### src/rtl/wb_pkg.sv
// Shared types and constants for the writeback queue.
package wb_pkg;
    localparam int DATA_W = 64;
    localparam int IDX_W  = 6;
    localparam logic [IDX_W-1:0] REG_ZERO = '0;

    // One pending register-file write: destination index plus result.
    typedef struct packed {
        logic [IDX_W-1:0]  rd;
        logic [DATA_W-1:0] data;
    } wb_entry_t;
endpackage

### src/rtl/wb_fifo.sv
// In-order circular buffer with two write ports (wr0 older than wr1) and an
// implicit read port: the head is popped on every cycle the buffer is non-empty.
// All slots are exposed so the owner can run a bypass compare.
module wb_fifo
    import wb_pkg::*;
#(
    parameter int DEPTH = 4,
    localparam int PTR_W = $clog2(DEPTH),
    localparam int CNT_W = PTR_W + 1
) (
    input  logic             clk,
    input  logic             rst_n,
    input  logic             wr0_en,
    input  wb_entry_t        wr0_entry,
    input  logic             wr1_en,
    input  wb_entry_t        wr1_entry,
    output logic             deq,
    output wb_entry_t        head,
    output wb_entry_t        entries [DEPTH],
    output logic [PTR_W-1:0] rd_ptr,
    output logic [CNT_W-1:0] count
);
    wb_entry_t        mem_reg [DEPTH];
    logic [PTR_W-1:0] wr_ptr_reg;
    logic [PTR_W-1:0] rd_ptr_reg;
    logic [CNT_W-1:0] count_reg;
    logic [CNT_W-1:0] count_next;
    logic [PTR_W-1:0] wr1_slot;
    logic [DEPTH-1:0] slot_wr0;
    logic [DEPTH-1:0] slot_wr1;

    // The head leaves whenever anything is stored.
    assign deq      = (count_reg != '0);
    // wr1 lands right behind wr0 when both write, otherwise at the tail.
    assign wr1_slot = wr_ptr_reg + PTR_W'(wr0_en);

    generate
        for (genvar gi = 0; gi < DEPTH; gi++) begin : g_slot
            assign slot_wr0[gi] = wr0_en && (wr_ptr_reg == PTR_W'(gi));
            assign slot_wr1[gi] = wr1_en && (wr1_slot == PTR_W'(gi));
            assign entries[gi]  = mem_reg[gi];
        end
    endgenerate

    assign head       = mem_reg[rd_ptr_reg];
    assign rd_ptr     = rd_ptr_reg;
    assign count      = count_reg;
    assign count_next = count_reg + CNT_W'(wr0_en) + CNT_W'(wr1_en) - CNT_W'(deq);

    // Slot storage: payload only, validity is tracked by the pointers.
    always_ff @(posedge clk) begin
        for (int i = 0; i < DEPTH; i++) begin
            if (slot_wr0[i]) begin
                mem_reg[i] <= wr0_entry;
            end else if (slot_wr1[i]) begin
                mem_reg[i] <= wr1_entry;
            end
        end
    end

    // Pointer and occupancy bookkeeping; pointers wrap naturally at DEPTH.
    always_ff @(posedge clk) begin
        if (!rst_n) begin
            wr_ptr_reg <= '0;
            rd_ptr_reg <= '0;
            count_reg  <= '0;
        end else begin
            wr_ptr_reg <= wr_ptr_reg + PTR_W'(wr0_en) + PTR_W'(wr1_en);
            rd_ptr_reg <= rd_ptr_reg + PTR_W'(deq);
            count_reg  <= count_next;
        end
    end
endmodule

### src/rtl/wb_queue.sv
// Writeback queue: arbitrates ALU/load results into an in-order FIFO, drains
// one entry per cycle onto the register-file write port, and offers a
// youngest-match bypass over everything not yet committed.
module wb_queue
    import wb_pkg::*;
#(
    parameter int DATA_W = wb_pkg::DATA_W,
    parameter int IDX_W  = wb_pkg::IDX_W,
    parameter int DEPTH  = 4
) (
    input  logic                     clk,
    input  logic                     rst_n,
    input  logic                     alu_valid,
    input  logic [IDX_W-1:0]         alu_rd,
    input  logic [DATA_W-1:0]        alu_data,
    output logic                     alu_ready,
    input  logic                     mem_valid,
    input  logic [IDX_W-1:0]         mem_rd,
    input  logic [DATA_W-1:0]        mem_data,
    output logic                     mem_ready,
    output logic                     RegWrite,
    output logic [IDX_W-1:0]         rd,
    output logic [DATA_W-1:0]        wrt_data,
    input  logic [IDX_W-1:0]         chk_rs,
    output logic                     chk_hit,
    output logic [DATA_W-1:0]        chk_data,
    output logic [$clog2(DEPTH):0]   count,
    output logic                     empty
);
    localparam int PTR_W = $clog2(DEPTH);
    localparam int CNT_W = PTR_W + 1;

    logic             fifo_deq;
    wb_entry_t        fifo_head;
    wb_entry_t        fifo_entries [DEPTH];
    logic [PTR_W-1:0] fifo_rd_ptr;
    logic [CNT_W-1:0] fifo_count;
    logic [CNT_W-1:0] free;
    logic             mem_en;
    logic             alu_en;
    logic             reg_write_reg;
    logic [IDX_W-1:0] rd_reg;
    logic [DATA_W-1:0] wrt_data_reg;
    logic             bypass_hit;
    logic [DATA_W-1:0] bypass_data;

    // The head always leaves this cycle when present, so its slot is reusable.
    assign free      = CNT_W'(DEPTH) - fifo_count + CNT_W'(fifo_deq);
    // Load wins the last slot; ALU only takes it when no load is competing.
    assign mem_ready = rst_n && (free >= CNT_W'(1));
    assign alu_ready = rst_n && ((free >= CNT_W'(2)) || ((free >= CNT_W'(1)) && !mem_valid));

    // x0 writes are handshaken normally but never stored.
    assign mem_en = mem_valid && mem_ready && (mem_rd != REG_ZERO);
    assign alu_en = alu_valid && alu_ready && (alu_rd != REG_ZERO);

    wb_fifo #(.DEPTH(DEPTH)) u_fifo (
        .clk       (clk),
        .rst_n     (rst_n),
        .wr0_en    (mem_en),
        .wr0_entry ('{rd: mem_rd, data: mem_data}),
        .wr1_en    (alu_en),
        .wr1_entry ('{rd: alu_rd, data: alu_data}),
        .deq       (fifo_deq),
        .head      (fifo_head),
        .entries   (fifo_entries),
        .rd_ptr    (fifo_rd_ptr),
        .count     (fifo_count)
    );

    // Output stage: registered write port, index/data hold when idle.
    always_ff @(posedge clk) begin
        if (!rst_n) begin
            reg_write_reg <= 1'b0;
            rd_reg        <= '0;
            wrt_data_reg  <= '0;
        end else if (fifo_deq) begin
            reg_write_reg <= 1'b1;
            rd_reg        <= fifo_head.rd;
            wrt_data_reg  <= fifo_head.data;
        end else begin
            reg_write_reg <= 1'b0;
        end
    end

    // Bypass: output stage is oldest, then FIFO from head to tail; later match overrides.
    always_comb begin
        bypass_hit  = 1'b0;
        bypass_data = '0;
        if (reg_write_reg && (rd_reg == chk_rs)) begin
            bypass_hit  = 1'b1;
            bypass_data = wrt_data_reg;
        end
        for (int i = 0; i < DEPTH; i++) begin
            if ((CNT_W'(i) < fifo_count) && (fifo_entries[fifo_rd_ptr + PTR_W'(i)].rd == chk_rs)) begin
                bypass_hit  = 1'b1;
                bypass_data = fifo_entries[fifo_rd_ptr + PTR_W'(i)].data;
            end
        end
        if (chk_rs == REG_ZERO) begin
            bypass_hit  = 1'b0;
            bypass_data = '0;
        end
    end

    assign RegWrite = reg_write_reg;
    assign rd       = rd_reg;
    assign wrt_data = wrt_data_reg;
    assign chk_hit  = bypass_hit;
    assign chk_data = bypass_data;
    assign count    = fifo_count;
    assign empty    = (fifo_count == '0);
endmodule
### config.mk
export PLATFORM = sky130hd
export DESIGN_NAME = wb_queue
export DESIGN_NICKNAME = d
export VERILOG_FILES = /design/src/rtl/wb_pkg.sv /design/src/rtl/wb_fifo.sv /design/src/rtl/wb_queue.sv
export SDC_FILE = /design/constraint.sdc
export NUM_CORES = 1
export LEC_CHECK = 0
export ABC_AREA = 1
export BUFFER_PORTS_ARGS = -buffer_cell sky130_fd_sc_hd__buf_2
export CAP_MARGIN = 10
export CELL_PAD_IN_SITES_DETAIL_PLACEMENT = 0
export CELL_PAD_IN_SITES_GLOBAL_PLACEMENT = 1
export CORE_MARGIN = 3
export CORE_UTILIZATION = 42
export CTS_CLUSTER_SIZE = 8
export DETAILED_ROUTE_END_ITERATION = 8
export GPL_TIMING_DRIVEN = 1
export PLACE_DENSITY = 0.82
export SETUP_SLACK_MARGIN = 0.3
export SYNTH_ARGS = -nofsm -noshare
export SYNTH_HDL_FRONTEND = slang
export SYNTH_SLANG_ARGS = --single-unit
export TNS_END_PERCENT = 1
### constraint.sdc
create_clock -name clk -period 4.85 [get_ports clk]
set_input_delay 0.7275 -clock clk [delete_from_list [all_inputs] [get_ports clk]]
set_output_delay 0.7275 -clock clk [all_outputs]
set_load 0.005 [all_outputs]
==> results.yml <==
detailed_routing:
  finalWirelength_mm: 81.80
  ant_nets: 0
  drt_first_iter_violations: 1719
  wl_per_cell_um: 17.59
  drt_pass1_iterations: 6
  drc: 0
  drt-vias-per-instance: 5.171
  vias: 24040
sta:
  setup_tns_ns: 0
  slew_headroom: 0.2035
  fin_skew_ns: 0.01645
  hold_ws_ns: 0.4580
  period_share: 0.9005
  timing_worst_slew_pin_value_ns: 1.195
  setup_viol_count_final: 0
  slew_violations: 0
  hold_violations: 0
  post-route-min-period_ns: 4.367
  rsz0062_at_grt: "false"
  clock.fmax_ghz: 0.2290
synthesis:
  syn_area_per_cell_um2: 6.621
  netlist_area_um2: 24670
  synth_top_area_share: 0.3408
  ys_seq_elements: 358
  yosys.area.top_type: "edfxtp_1"
  ys.flop_type: "edfxtp_1"
  ys_warn_count: 0
  synth_edf_count: 280
  syn-num-nets: 3886
  synth_area_leaders: "edfxtp_1 34%, nand2_1 18%, o21ai_0 17%"
  synthDistinctLibCells: 40
  yosysSeqAreaShare: 0.4041
  syn-instance-count: 3726
  async_flop_share: 0
worst_setup_path:
  crit_slowest_cell: "dfxtp_4"
  path_cells: "buf_8 > nand2_1 > nand2_8 > nand2_1 > nand3_1 > nand2_1 > nor3_2 > nand2_4 > buf_12 > nand3_1 > nand2_1 > a21oi_1 > buf_2"
  crit_path_end_kind: "output port"
  crit_top_cell: "nand2_1"
  worstSetupPathType: "reg2out"
  timing.rr.end: "u_fifo.mem_reg[3][37]"
  cp_num_buf_inv: 3
  reg2regPathDepth: 13
  critPathLaunchType: "flop"
  critPathMaxFanout: 65
  required_ns: 4.12
  cp.arrival_ns: 3.64
  max_stage_delay_ns: 0.54
  rrSetupSlack_ns: 1.16
  r2r_start: "u_fifo.count[2]"
  cpLargestDelayFamily: "simple AND/OR/NAND/NOR gates"
min_path:
  min_from: "alu_data[39]"
  min_to: "u_fifo.mem_reg[3][39]"
  holdPathStages: 3
  hp-class: "in2reg"
finish:
  largest_reg_flops: 280
  regArea_um2: 9975
  drive_above_1_share: 0.1118
  fin_nets: 4001
  layout_common_cells: "1,193 x nand2_1, 847 x o21ai_0, 381 x inv_1, 291 x buf_2, 280 x edfxtp_1"
  final_common_cell: "nand2_1"
  layoutNonFillerInstCount: 4649
  synthToLayoutAreaGrowth_pct: 13.59
  multi_input_area_um2: 12090
  final.fill_count: 5993
  final_util: 0.4838
place:
  dp.cells: 4552
  routabilityCongestion: 0.8656
  dp_hpwl_mm: 50.81
  port_buffers: 291
power_and_ir_drop:
  pwr-share-seq: 0.304
  power.share.clock: 0.226
  power_uw: 15050
  p_per_area_nw_per_um2: 537.1
  max-vdd-ir-drop_uv: 400.5
  p_leak_uw: 0.01253
  p_switching_uw: 6807
  comb_power_share: 0.470
  netSwitchingFraction: 0.4523
  cell_internal_pwr_uw: 8242
clocking:
  cts_buffers: 51
  cts_htree_levels: 2
  clkSlewWorstSetupHoldPaths_ns: 0.05
  worstSkewPairLatency_ns: 0.59
  hold_buffers: 0
  clock_sinks: 358
  cts_tree: "built"
  cts_buffer_depth: 3
  clockRootBuffer: "clkbuf_16"
floorplanning:
  core_um2: 57920
  die_x_um: 248.4
  io-pin-count: 292
  start_util: 0.4260
  num_rows: 88
  fp.dieH_um: 248.4
  dieArea_um2: 61680
flow_run:
  drv_cap: 0
global_routing:
  track_usage: 0.2604
  grt_pass1_wl_mm: 124.6
  grt_overflow: 0
  grt_max_degree: 281
  antenna_found_initial: 2
  grt_pass1_vias: 21540
outcome:
  status: "finished clean"
==> cell families after synthesis <==
group / count (synthesis) / share of synthesized area
simple gates: 1658 / 0.2646
compound gates: 1027 / 0.2103
buf+inv: 660 / 0.1106
flops: 358 / 0.4041
xor+xnor: 11 / 0.003906
fa+ha+maj: 10 / 0.005681
mux: 2 / 0.0008115
==> worst reg2reg max path, cell delays in order (launching register included) <==
cell and delay, ns:
dfxtp_1 0.44, inv_1 0.14, ha_1 0.33, a31oi_1 0.22
nor2_1 0.11, nand3_1 0.20, inv_1 0.12, ha_1 0.21
xnor2_1 0.19, inv_1 0.10, nand3_1 0.18, nor2_4 0.62
buf_12 0.37, o21ai_0 0.19
==> metal layers <==
metal / part of all wire / vias up / GRT usage
met3: 0.068 / 141 / 0.03552
met2: 0.45 / 746 / 0.4258
met5: 0.00011 / - / 0
met4: 0.029 / 2 / 0.08481
met1: 0.45 / 10800 / 0.3568
li1: - / 12350 / -
==> final cells by class <==
| class | count | area share |
|---|---|---|
| multi-input combinational | 2708 | 0.4313 |
| tap | 765 | 0.03416 |
| clock inverter | 3 | 0.001206 |
| inverter | 385 | 0.05251 |
| antenna | 1 | 0.00008930 |
| timing repair buffer | 337 | 0.07300 |
| clock buffer | 92 | 0.05179 |
| sequential | 358 | 0.3560 |
==> through the flow <==
| step | area [um2] | worst slack, ns |
|---|---|---|
| final | 28020 | 0.4826 |
| after global routing | 28020 | 0.2576 |
| after CTS | 27980 | 0.3629 |
| after detailed placement | 26480 | 0.9004 |
| after global placement | 26480 | 0.9324 |
| after floorplan | 24670 | 0.9823 |
==> synthesized netlist by cell type (2+ instances only) <==
cell type,n
a21oi_1,142
a21oi_2,10
buf_1,27
buf_2,116
buf_4,6
buf_6,10
clkbuf_1,116
dfxtp_1,78
edfxtp_1,280
fa_1,2
ha_1,8
inv_1,382
mux2i_1,2
nand2_1,1201
nand2_2,2
nand3_1,177
nand4_1,3
nor2_1,255
nor2_2,3
nor3_1,6
nor3_2,3
nor4_1,2
o21ai_0,847
o21ai_1,23
xnor2_1,2
xor2_1,9
==> worst max-delay path by stage <==
stage,startpoint,endpoint,slack [ns],depth (start not counted)
2_1_floorplan,u_fifo.count[1],u_fifo.mem_reg[3][0],0.98,11
3_3_place_gp,u_fifo.rd_ptr[0],chk_data[13],0.93,15
6_report,u_fifo.rd_ptr[0],chk_data[13],0.48,13
5_1_grt,u_fifo.rd_ptr[0],chk_data[13],0.26,13
3_5_place_dp,u_fifo.rd_ptr[0],chk_data[13],0.90,15
4_1_cts,u_fifo.rd_ptr[0],chk_data[13],0.36,13
==> power by group through the flow <==
stage	registers, uW	clock network, uW	logic [uW]
after floorplan	4490	0	4950
after global placement	4620	0	6950
after detailed placement	4630	0	6990
final	4570	3410	7070
after CTS	4570	3460	7020
after global routing	4650	3570	8110
==> timing repair <==
item,4_1_cts,5_1_grt
gates resized for setup,4,10
setup endpoints to repair,1,36
hold endpoints to repair,0,0
setup buffers,0,1
(Power assumes the default switching activity.)
